**config.mk**
```make
export PLATFORM = sky130hd
export DESIGN_NAME = serial_subtractor
export DESIGN_NICKNAME = d
export VERILOG_FILES = /design/src/rtl/serial_subtractor.sv
export SDC_FILE = /design/constraint.sdc
export NUM_CORES = 1
export LEC_CHECK = 0
export BUFFER_PORTS_ARGS = -buffer_cell sky130_fd_sc_hd__buf_2
export CORE_AREA = 2 2 58 60
export DETAILED_ROUTE_END_ITERATION = 8
export DIE_AREA = 0 0 60 62
export PLACE_DENSITY_LB_ADDON = 0.2
export SLEW_MARGIN = 20
export SYNTH_ARGS = -nofsm -noshare
export SYNTH_HDL_FRONTEND = slang
export SYNTH_SLANG_ARGS = --single-unit
```
**constraint.sdc**
```tcl
create_clock -name clk -period 3.05 [get_ports clk]
set_clock_uncertainty 0.05 [all_clocks]
set_input_delay 0.1525 -clock clk [delete_from_list [all_inputs] [get_ports clk]]
set_output_delay 0.1525 -clock clk [all_outputs]
set_load 0.05 [all_outputs]
```
**src/rtl/serial_subtractor.sv**
```systemverilog
// Bit-serial WIDTH-bit subtractor (diff = a - b, LSB first) with a start/done handshake.
// Define SUB_OVERFLOW_EN to add the registered signed-overflow output.
module serial_subtractor #(
    parameter int WIDTH = 8
) (
    input  logic             clk,
    input  logic             rst,
    input  logic             start,
    input  logic [WIDTH-1:0] a,
    input  logic [WIDTH-1:0] b,
    output logic             busy,
    output logic             done,
    output logic [WIDTH-1:0] diff,
    output logic             borrow
`ifdef SUB_OVERFLOW_EN
    ,
    output logic             overflow
`endif
);

    localparam int CW = $clog2(WIDTH);
    localparam logic [CW-1:0] LAST = CW'(WIDTH - 1);

    typedef enum logic [1:0] {
        IDLE,
        RUN,
        DONE
    } state_t;

    state_t           state, next_state;
    logic [WIDTH-1:0] a_sr, b_sr, r_sr;
    logic [CW-1:0]    cnt;
    logic             br;
    logic             bit_d, br_next;
    logic             load, last;

    assign load    = start && (state != RUN);
    assign last    = (state == RUN) && (cnt == LAST);
    assign bit_d   = a_sr[0] ^ b_sr[0] ^ br;
    assign br_next = (~a_sr[0] & b_sr[0]) | (~(a_sr[0] ^ b_sr[0]) & br);

    assign busy = (state == RUN);
    assign done = (state == DONE);

    always_comb begin
        next_state = state;
        case (state)
            IDLE:    if (start) next_state = RUN;
            RUN:     if (cnt == LAST) next_state = DONE;
            DONE:    next_state = start ? RUN : IDLE;
            default: next_state = IDLE;
        endcase
    end

    always_ff @(posedge clk or posedge rst) begin
        if (rst) state <= IDLE;
        else     state <= next_state;
    end

    // The last RUN edge publishes the result including the bit computed on that edge.
    always_ff @(posedge clk or posedge rst) begin
        if (rst) begin
            a_sr   <= '0;
            b_sr   <= '0;
            r_sr   <= '0;
            cnt    <= '0;
            br     <= 1'b0;
            diff   <= '0;
            borrow <= 1'b0;
        end else if (load) begin
            a_sr <= a;
            b_sr <= b;
            br   <= 1'b0;
            cnt  <= '0;
        end else if (state == RUN) begin
            a_sr <= a_sr >> 1;
            b_sr <= b_sr >> 1;
            r_sr <= {bit_d, r_sr[WIDTH-1:1]};
            br   <= br_next;
            cnt  <= cnt + 1'b1;
            if (last) begin
                diff   <= {bit_d, r_sr[WIDTH-1:1]};
                borrow <= br_next;
            end
        end
    end

`ifdef SUB_OVERFLOW_EN
    // Operand sign bits are shifted out during RUN, so keep copies for the overflow test.
    logic a_msb, b_msb;

    always_ff @(posedge clk or posedge rst) begin
        if (rst) begin
            a_msb    <= 1'b0;
            b_msb    <= 1'b0;
            overflow <= 1'b0;
        end else if (load) begin
            a_msb <= a[WIDTH-1];
            b_msb <= b[WIDTH-1];
        end else if (last) begin
            overflow <= (a_msb != b_msb) && (bit_d != a_msb);
        end
    end
`endif

endmodule
```
# Word level (Yosys, flattened, before mapping)
# Cells that the tools add are included.
[word_totals]
register_bits = 39
inputBits = 19
[classes]
n_mux = 12
bitwise = 8
n_reduce_logical = 7
n_addsub = 1
eq_ne = 6
[ops]
columns = ["cell", "n"]
rows = [
  ["$mux W8", 4],
  ["$mux W3", 2],
  ["$pmux W2 S3", 1],
  ["$mux W2", 2],
  ["$ne A2 B1 Y1 const B", 2],
  ["$reduce_and A2 Y1", 2],
  ["$add A3 B1 Y3 const B", 1],
  ["$eq A3 B3 Y1 const B", 1],
  ["$mux W1", 3],
  ["$not A1 Y1", 3],
  ["$reduce_and A3 Y1", 1],
  ["$and A1 B1 Y1", 2],
  ["$eq A2 B1 Y1 const B", 1],
  ["$eq A2 B2 Y1 const B", 1],
  ["$logic_and A1 B1 Y1", 2],
  ["$logic_not A2 Y1", 1],
  ["$ne A2 B2 Y1 const B", 1],
  ["$reduce_bool A2 Y1", 1],
  ["$xor A1 B1 Y1", 2],
  ["$or A1 B1 Y1", 1],
]

# Depth between registers and ports, before layout
# Gate-level depths: netlist of run 1.
[depth]
ltp_word = 6
depth_mapped = 5
mapped_depth_nobuf = 4

# Worst setup path before layout of run 1
# OpenSTA, ideal clock, no wires.
[synth_path]
path_type = "reg-to-reg"
from = "reg cnt[0]"
to = "reg diff[0]"
setup_time_ps = 125
t_arrival_ps = 1359
setup_slack_ps = 1516
stages_incl_launch_ff = 6
synth_period_minus_slack_ps = 1534
path_cell_list = "dfrtp_1 > ha_1 > ha_1 > nand3b_1 > buf_2 > mux2_2"
[synth_between]
elab_chain_cells = 3
[synth_rtl]
columns = ["item", "line", "source"]
rows = [
  ["start, declared", "32", "logic [CW-1:0] cnt;"],
  ["start signal, assigned", "80", "cnt <= cnt + 1'b1;"],
  ["$eq A3 B3 Y1", "38", "assign last = (state == RUN) && (cnt == LAST);"],
  ["$logic_and A1 B1 Y1", "38", ""],
  ["$reduce_and A3 Y1 (no source line)", "n/a", ""],
  ["end signal, assigned", "82", "diff <= {bit_d, r_sr[WIDTH-1:1]};"],
  ["end, declared", "13", "output logic [WIDTH-1:0] diff,"],
]
# No other way between the ends.
# A chain may end at the register's enable or synchronous reset.

# Final worst setup path of run 1
[layout_path]
from = "reg state[1]"
to = "out busy"
[layout_between]
elab_chain_cells = 1
[layout_rtl]
columns = ["item", "line", "source"]
rows = [
  ["start, declared", "30", "state_t state, next_state;"],
  ["start signal, assigned", "57", "else state <= next_state;"],
  ["$eq A2 B1 Y1", "42", "assign busy = (state == RUN);"],
  ["end, declared", "11", "output logic busy,"],
]
# No other way between the ends.

==> results of run 1 <==
## cell families (layout without fill, tap and decap cells)
family / count (synthesis) / count (layout) / synth area share (%)
buffers and inverters: 12 / 50 / 3.89
AND/OR/NAND/NOR: 9 / 9 / 2.98
flip-flops: 38 / 38 / 53.8
adder cells (fa/ha/maj): 3 / 3 / 2.55
AO/OA/AOI/OAI: 1 / 1 / 0.354
multiplexers: 50 / 50 / 36.4
## sequential cells by signal, indices dropped and copies added (netlist names)
name    count
a_sr        8
b_sr        8
diff        8
r_sr        7
cnt         3
state       2
borrow      1
br          1
## metal layers
metal | share of wire [%] | vias to the layer above
li1 | - | 461
met4 | 0.98 | 0
met1 | 44 | 478
met3 | 3.9 | 4
met2 | 51 | 19
met5 | 0 | -
## area by class of cell
| type | count | area (um2) |
|---|---|---|
| well taps | 46 | 57.6 |
| inverters | 7 | 26.3 |
| fillers | 242 | 1090 |
| multi-input cells | 63 | 747 |
| clock buffers | 6 | 51.3 |
| flip-flops and latches | 38 | 951 |
| clock inverters | 2 | 60.1 |
| repair buffers | 35 | 198 |
## report_power, final
group,internal (mW),switching [mW],total [mW],leakage (nW)
Combinational,0.491,0.502,0.994,0.521
Clock,0.278,0.164,0.441,0.0585
Sequential,0.737,0.134,0.871,0.456
Total,1.51,0.800,2.31,1.04
## synth_stat cells
cell type,count
o22ai_1,1
mux2_4,23
fa_1,1
buf_6,2
nand3b_1,1
nand2b_1,3
inv_2,1
buf_4,2
nor2_1,2
mux2i_1,5
nor2b_1,3
buf_2,1
ha_1,2
dfrtp_1,38
inv_1,6
mux2_2,22
## through the flow
step                      utilization [%]  hold WS (ns)  setup WS (ns)  cells
after global routing                 65.8        0.0928           1.12    197
after detailed placement             61.3         0.366           1.30    186
after floorplan                         -         0.259           1.52    113
after global placement               61.3         0.361           1.35    186
after CTS                            65.4       0.00765           1.18    196
final                                65.8         0.107           1.21    197
## how the worst max path moves through the flow
stage              from       to  slack, ns  cells after the start
2_1_floorplan    cnt[0]  diff[0]       1.52                      5
3_3_place_gp     cnt[0]  diff[2]       1.35                      4
3_5_place_dp     cnt[0]  diff[0]       1.30                      4
4_1_cts        state[1]     busy       1.18                      4
5_1_grt        state[1]     busy       1.12                      4
6_report       state[1]     busy       1.21                      4
## worst min-delay path: cells and delay by family
family,cells,cell delay (ns)
buffers and inverters,1,0.08
muxes,2,0.25
==> metrics.txt, run 1 <==
status=completed; worst path cell trace=nand2b_1 -> buf_4 -> inv_2 -> buf_2; Root Driver=clkbuf_4; area grow syn2layout=18.3%; placeable core region=3180 um2; I/O Pins=30; Clk Latency, worst-skew pair=0.35 ns; clock buffer count from CTS=5; largest net degree at the start of global routing=29; Synth Cell Area=1770 um2; Yosys warning total=0; post-route minimum period=1.84 ns; Crit path max-delay family=buffers and inverters; Synth area leaders=dfrtp_1 (54%), mux2_4 (20%), mux2_2 (14%); min-delay src=b[2]; Mean Syn Cell Area=15.6 um2; DRT Pass-1 Iters=4; global route overflow=0; min-delay worst type=input pin to flip-flop; RR Startpoint=cnt[0]; #FFs+latches synth=38; Diodes inserted=0; Synth top area share=53.8%; worst vdd ir=0.623 mV; GPL Wtd Cong=0.675; grt met2 use=28.4%; Max Clock Freq=0.545 GHz; CP arrival=1.63 ns; DIE AREA=3720 um2; post-route ant nets=0; GRT met1 Usage=20.1%; drt wl/cell=14.5 um; PortBufs=29; drc violations=0; Worst Tran Pin Value=0.577 ns; CP max FO=21; Synth cell types=16; Final period util=60.2%; slew margin rel.=61.5%; Worst Hold Path EP=b_sr[2]; Most Used Layer, Global Route=met2; Die Width=60 um; clk slew on worst S/H paths=0.11 ns; total power=2.31 mW; CTS tree=built; WL final=2860 um; commonest non-fill, non-tap cell in the layout=dfrtp_1; worst path buffer plus inverter count=3; Crit path required time=2.85 ns; CP Launch Type=flip-flop; met3 Usage GRT=6.21%; Worst Hold Depth=3; Final Instance Area=2090 um2; H-tree Lvls=2; post-synth net total=135; PostCTS Resize Cnt=0; Crit path largest cell delay=0.39 ns; Worst setup EP type=primary output; most frequent cells in the layout=dfrtp_1 (38), buf_2 (29), mux2_4 (23); share of layout cells above drive strength 1=57.6%; layout net count=172; initial DRC count=23; all-layer global routing usage=16.9%; cell taking the most area after synthesis=dfrtp_1; clk sinks=38; Pwr per Cell Area=1100 nW/um2; Final Hold Viols=0; Setup-failing EPs final=0; first-pass GRT wire length=4480 um; R2R Setup Slk=1.30 ns; Crit Path Class=flip-flop to primary output; max-slew violations=0; Fin Setup TNS=0 ns; DP Area=1950 um2; Die Ht=62 um; worst reg-to-reg path cell count=4; Slowest cell on crit path=dfrtp_1; hold buffer count at CTS=2; sequential area share after synthesis=53.8%; via count=962; Post-Syn Instances=113; CTS max path bufs=2; initial antenna violation count=0; hpwl dp=1930 um; max-cap violation count=0; Initial Util=55.6%; site row count=21; P_leak=1.04 nW; number of global-route vias before repair=1011; R2R Path End=diff[0]; vias per cell=4.88; RSZ-0062 raised after global routing=no; Post-CTS Setup Repair Bufs=0
Power figures use the tool's default switching activity.
==> run 2: changes to the inputs <==
--- a/config.mk
+++ b/config.mk
@@ -6,9 +6,9 @@
 export NUM_CORES = 1
 export LEC_CHECK = 0
 export BUFFER_PORTS_ARGS = -buffer_cell sky130_fd_sc_hd__buf_2
-export CORE_AREA = 2 2 58 60
+export CORE_AREA = 2 2 60 62
 export DETAILED_ROUTE_END_ITERATION = 8
-export DIE_AREA = 0 0 60 62
+export DIE_AREA = 0 0 62 64
 export PLACE_DENSITY_LB_ADDON = 0.2
 export SLEW_MARGIN = 20
 export SYNTH_ARGS = -nofsm -noshare
==> constraint.sdc (replaced) <==
create_clock -name clk -period 1.9 [get_ports clk]
set_clock_uncertainty 0.05 [all_clocks]
set_input_delay 0.095 -clock clk [delete_from_list [all_inputs] [get_ports clk]]
set_output_delay 0.095 -clock clk [all_outputs]
set_load 0.05 [all_outputs]
==> metrics.txt, run 2 (synthesis gave the netlist of run 1 again) <==
Clk Latency, worst-skew pair=0.34 ns (about the same); Worst Slack Setup Final=0.135 ns (-1.08 ns); min-delay worst type=input pin to flip-flop; Place WS=0.180 ns (-1.12 ns); FILL cells=259 (+7.0%); Worst Tran Pin Value=0.525 ns (-0.0518 ns); Final Hold Viols=0 (unchanged); Final period util=92.9%; Post-CTS Setup Repair Bufs=0 (unchanged); initial DRC count=36 (+57%); Setup-failing EPs final=0 (unchanged); I/O Pins=30 (unchanged); vias per cell=4.90 (+0.32%); site row count=21 (unchanged); share of layout cells above drive strength 1=56.6% (-1.0 points); Fin Setup TNS=0 ns (unchanged); Worst setup EP type=flip-flop; first-pass GRT wire length=4810 um (+7.4%); commonest non-fill, non-tap cell in the layout=dfrtp_1; via count=970 (+0.83%); H-tree Lvls=2 (unchanged); CTS max path bufs=2 (unchanged); Util after Layout=62.3% (-3.4 points); CTS tree=built; area grow syn2layout=15.9%; PortBufs=29 (unchanged); Crit Path Class=flip-flop to flip-flop; clk slew on worst S/H paths=0.11 ns (about the same); Diodes inserted=0 (unchanged); RSZ-0062 raised after global routing=no; status=completed; CP Launch Type=flip-flop; initial antenna violation count=0 (unchanged); DIE AREA=3970 um2 (+6.7%); GRT met1 Usage=23.3% (+3.3 points); post-route ant nets=0 (unchanged); Initial Util=53.8% (-1.8 points); Die Ht=64 um (+3.2%); clock buffer count from CTS=5 (unchanged); most frequent cells in the layout=dfrtp_1 (38), buf_2 (29), mux2_4 (23); Crit path required time=2.07 ns (-0.78 ns); Die Width=62 um (+3.3%); Register Area=951 um2 (unchanged); Final Instance Area=2050 um2 (-2.1%); global route overflow=0 (unchanged); number of global-route vias before repair=1024 (+1.3%); largest net degree at the start of global routing=39 (+34%); worst vdd ir=0.979 mV (+57%); all-layer global routing usage=17.0% (+0.11 points); CP max FO=10 (-52%); drt wl/cell=13.6 um (-6.1%); DP Area=1960 um2 (+0.39%); biggest regs=a_sr: 8 flops, b_sr: 8 flops, diff: 8 flops; drc violations=0 (unchanged); fin cells=198 (+0.51%); DRT Pass-1 Iters=4 (unchanged); dpl cells=187 (+0.54%); slew margin rel.=64.9% (+3.3 points); P_leak=1.02 nW (-1.6%); max-slew violations=0 (unchanged); CP arrival=1.94 ns (+0.31 ns); hpwl dp=1830 um (-5.2%); Most Used Layer, Global Route=met2; clk sinks=38 (unchanged); placeable core region=3280 um2 (+3.3%); max-cap violation count=0 (unchanged); area occupied by multi-input gates=747 um2 (unchanged); WL final=2690 um (-5.6%); Max Clock Freq=0.567 GHz; grt met2 use=24.0% (-4.5 points); layout net count=173 (+0.58%); met3 Usage GRT=4.25% (-2.0 points); post-route minimum period=1.76 ns; GPL Wtd Cong=0.723 (+7.2%); Root Driver=clkbuf_4; R2R Setup Slk=0.14 ns (-1.16 ns); Pwr per Cell Area=1670 nW/um2 (+51%)
==> run 2: cell count changes in the layout (fill, tap and decap cells not counted) <==
cell,previous run,this run
bufinv_16,2,0
buf_4,3,4
clkbuf_1,0,1
clkinv_2,0,1
inv_1,5,6
inv_2,2,1
==> run 2: through the flow <==
stage	power, mW	hold slack (ns)
floorplan	2.69	0.201
global placement	2.95	0.174
detailed placement	3.01	0.179
CTS	3.46	0.0344
global route	3.66	0.0362
finish	3.42	0.0489
==> run 2: routing by layer <==
| metal | share of wire [%] | vias to the layer above |
|---|---|---|
| li1 | - | 461 |
| met1 | 48 | 482 |
| met2 | 47 | 23 |
| met3 | 3.4 | 4 |
| met4 | 1.6 | 0 |
| met5 | 0 | - |
==> run 2: final timing paths <==
check                        from  depth (start not counted)       to
max in group asynchronous     rst                          4  b_sr[3]
min in group asynchronous     rst                          4  a_sr[1]
setup / recovery           cnt[0]                          4  diff[0]
hold / removal               b[1]                          3  b_sr[1]
hold reg to reg            cnt[0]                          1   cnt[0]
setup reg to reg           cnt[0]                          4  diff[0]
==> run 2: worst max-delay path: stages, from the launching register on <==
cell and delay [ns]:
dfrtp_1 0.41, ha_1 0.20, ha_1 0.19, nand3b_1 0.39, mux2_2 0.40
==> run 2: area by class of cell <==
| type | instances | area share [%] |
|---|---|---|
| Sequential cell | 38 | 46.5 |
| Multi-Input combinational cell | 63 | 36.5 |
| Timing Repair Buffer | 36 | 10.0 |
| Tap cell | 46 | 2.81 |
| Clock buffer | 7 | 2.69 |
| Inverter | 7 | 1.28 |
| Clock inverter | 1 | 0.244 |
==> run 2: repair_timing <==
item                      CTS  global route
hold buffers                3             0
hold endpoints to repair   40             0
resized for setup           0             0
==> run 2: power by group <==
part / internal [mW] / leakage, nW / switching (mW)
sequential: 1.18 / 0.456 / 0.206
combinational: 0.796 / 0.527 / 0.800
clock: 0.179 / 0.0353 / 0.251
==> run 3: changes to the inputs <==
--- a/config.mk
+++ b/config.mk
@@ -6,9 +6,9 @@
 export NUM_CORES = 1
 export LEC_CHECK = 0
 export BUFFER_PORTS_ARGS = -buffer_cell sky130_fd_sc_hd__buf_2
-export CORE_AREA = 2 2 60 62
+export CORE_AREA = 2 2 54 69
 export DETAILED_ROUTE_END_ITERATION = 8
-export DIE_AREA = 0 0 62 64
+export DIE_AREA = 0 0 56 71
 export PLACE_DENSITY_LB_ADDON = 0.2
 export SLEW_MARGIN = 20
 export SYNTH_ARGS = -nofsm -noshare
==> metrics.txt, run 3 (synthesis gave the netlist of run 1 again) <==
WL final=2890 um (+7.1%); via count=963 (-0.72%); largest net degree at the start of global routing=39 (unchanged); RSZ-0062 raised after global routing=no; Fin Setup TNS=0 ns (unchanged); layout net count=172 (-0.58%); initial DRC count=20 (-44%); placeable core region=3360 um2 (+2.4%); clk slew on worst S/H paths=0.07 ns (-0.04 ns); drc violations=0 (unchanged); Most Used Layer, Global Route=met2; Clk Latency, worst-skew pair=0.28 ns (-0.06 ns); status=completed; Max Clock Freq=0.589 GHz (+3.9%); Worst Slack Setup Final=0.202 ns (+0.0670 ns); commonest non-fill, non-tap cell in the layout=dfrtp_1; PortBufs=29 (unchanged); max-cap violation count=0 (unchanged); number of global-route vias before repair=1050 (+2.5%); Setup-failing EPs final=0 (unchanged); Worst Tran Pin Value=0.515 ns (-0.0103 ns); all-layer global routing usage=16.3% (-0.70 points); Worst setup EP type=flip-flop; post-route minimum period=1.70 ns (-0.0670 ns); Initial Util=52.5% (-1.3 points); met3 Usage GRT=5.67% (+1.4 points); H-tree Lvls=2 (unchanged); CTS max path bufs=2 (unchanged); first-pass GRT wire length=4970 um (+3.3%); Crit path required time=2.02 ns (-0.05 ns); Pwr per Cell Area=1820 nW/um2 (+9.3%); CP max FO=10 (unchanged); share of layout cells above drive strength 1=58.3% (+1.7 points); Post-CTS Setup Repair Bufs=0 (unchanged); Diodes inserted=0 (unchanged); CTS tree=built; max-slew violations=0 (unchanged); drt wl/cell=15.2 um (+12%); global route overflow=0 (unchanged); P_leak=1.05 nW (+3.1%); area grow syn2layout=19.3%; vias per cell=5.07 (+3.5%); hpwl dp=2030 um (+11%); DIE AREA=3980 um2 (+0.20%); clk sinks=38 (unchanged); Final period util=89.4% (-3.5 points); CP Launch Type=flip-flop; worst vdd ir=1.47 mV (+50%); min-delay worst type=input pin to flip-flop; biggest regs=a_sr: 8 flops, b_sr: 8 flops, diff: 8 flops; FILL cells=267 (+3.1%); DRT Pass-1 Iters=2 (-2); Crit Path Class=flip-flop to flip-flop; I/O Pins=30 (unchanged); CP arrival=1.82 ns (-0.12 ns); GPL Wtd Cong=0.705 (-2.5%); grt met2 use=28.0% (+4.0 points); post-route ant nets=0 (unchanged); Die Width=56 um (-9.7%); Final Hold Viols=0 (unchanged); Place WS=0.178 ns (-0.00162 ns); most frequent cells in the layout=dfrtp_1 (38), buf_2 (29), mux2_4 (23); clock buffer count from CTS=5 (unchanged); Register Area=951 um2 (unchanged); initial antenna violation count=0 (unchanged); site row count=24 (+14%); GRT met1 Usage=19.6% (-3.8 points); area occupied by multi-input gates=747 um2 (unchanged); Root Driver=clkbuf_8; slew margin rel.=65.7% (+0.80 points); Die Ht=71 um (+11%)
-- run 3: worst paths after layout --
kind                       startpoint       to  slack (ns)  cells after the start
max                            cnt[0]  diff[5]        0.20                      4
min                              a[7]  a_sr[7]        0.02                      3
max reg2reg                    cnt[0]  diff[5]        0.20                      4
min reg2reg                    cnt[0]   cnt[0]        0.43                      1
max in group asynchronous         rst  b_sr[4]        1.05                      4
min in group asynchronous         rst  diff[2]        0.41                      4
-- run 3: worst max-delay path: stages, from the launching register on --
cell	delay (ns)
dfrtp_1	0.39
ha_1	0.21
ha_1	0.19
nand3b_1	0.35
mux2_2	0.40
-- run 3: where the power goes --
part | internal (mW) | leakage [nW] | total [mW] | switching (mW)
clock | 0.560 | 0.0714 | 0.835 | 0.276
combinational | 0.801 | 0.523 | 1.61 | 0.812
sequential | 1.19 | 0.456 | 1.39 | 0.210
-- run 3: cell type report --
| type | instances | area share [%] |
|---|---|---|
| clock buffer | 6 | 3.92 |
| clock inverter | 2 | 2.85 |
| inverter | 7 | 1.25 |
| multi-input combinational | 63 | 35.4 |
| sequential | 38 | 45.1 |
| tap | 39 | 2.31 |
| timing repair buffer | 35 | 9.14 |
-- run 3: metrics by stage --
step           hold slack, ns  utilization [%]  std cells  instance area [um2]  total power [mW]
2_1_floorplan           0.201                -        113                 1770              2.69
3_5_place_dp            0.182             58.1        181                 1960              3.04
5_1_grt                0.0295             62.7        190                 2110              4.05
6_report               0.0205             62.7        190                 2110              3.84
4_1_cts                0.0145             62.7        190                 2110              3.91
3_3_place_gp            0.175             58.1        181                 1960              2.97
-- run 3: layer usage --
layer | routed length, um | up-vias
li1 | - | 459
met1 | 1180 | 481
met2 | 1560 | 20
met3 | 124 | 3
met4 | 27 | 0
met5 | 0 | -
-- run 3: what timing repair did --
item                                   in CTS  in global routing
resized for setup                           0                  0
endpoints found under the hold margin      38                  0
hold buffers                                1                  0
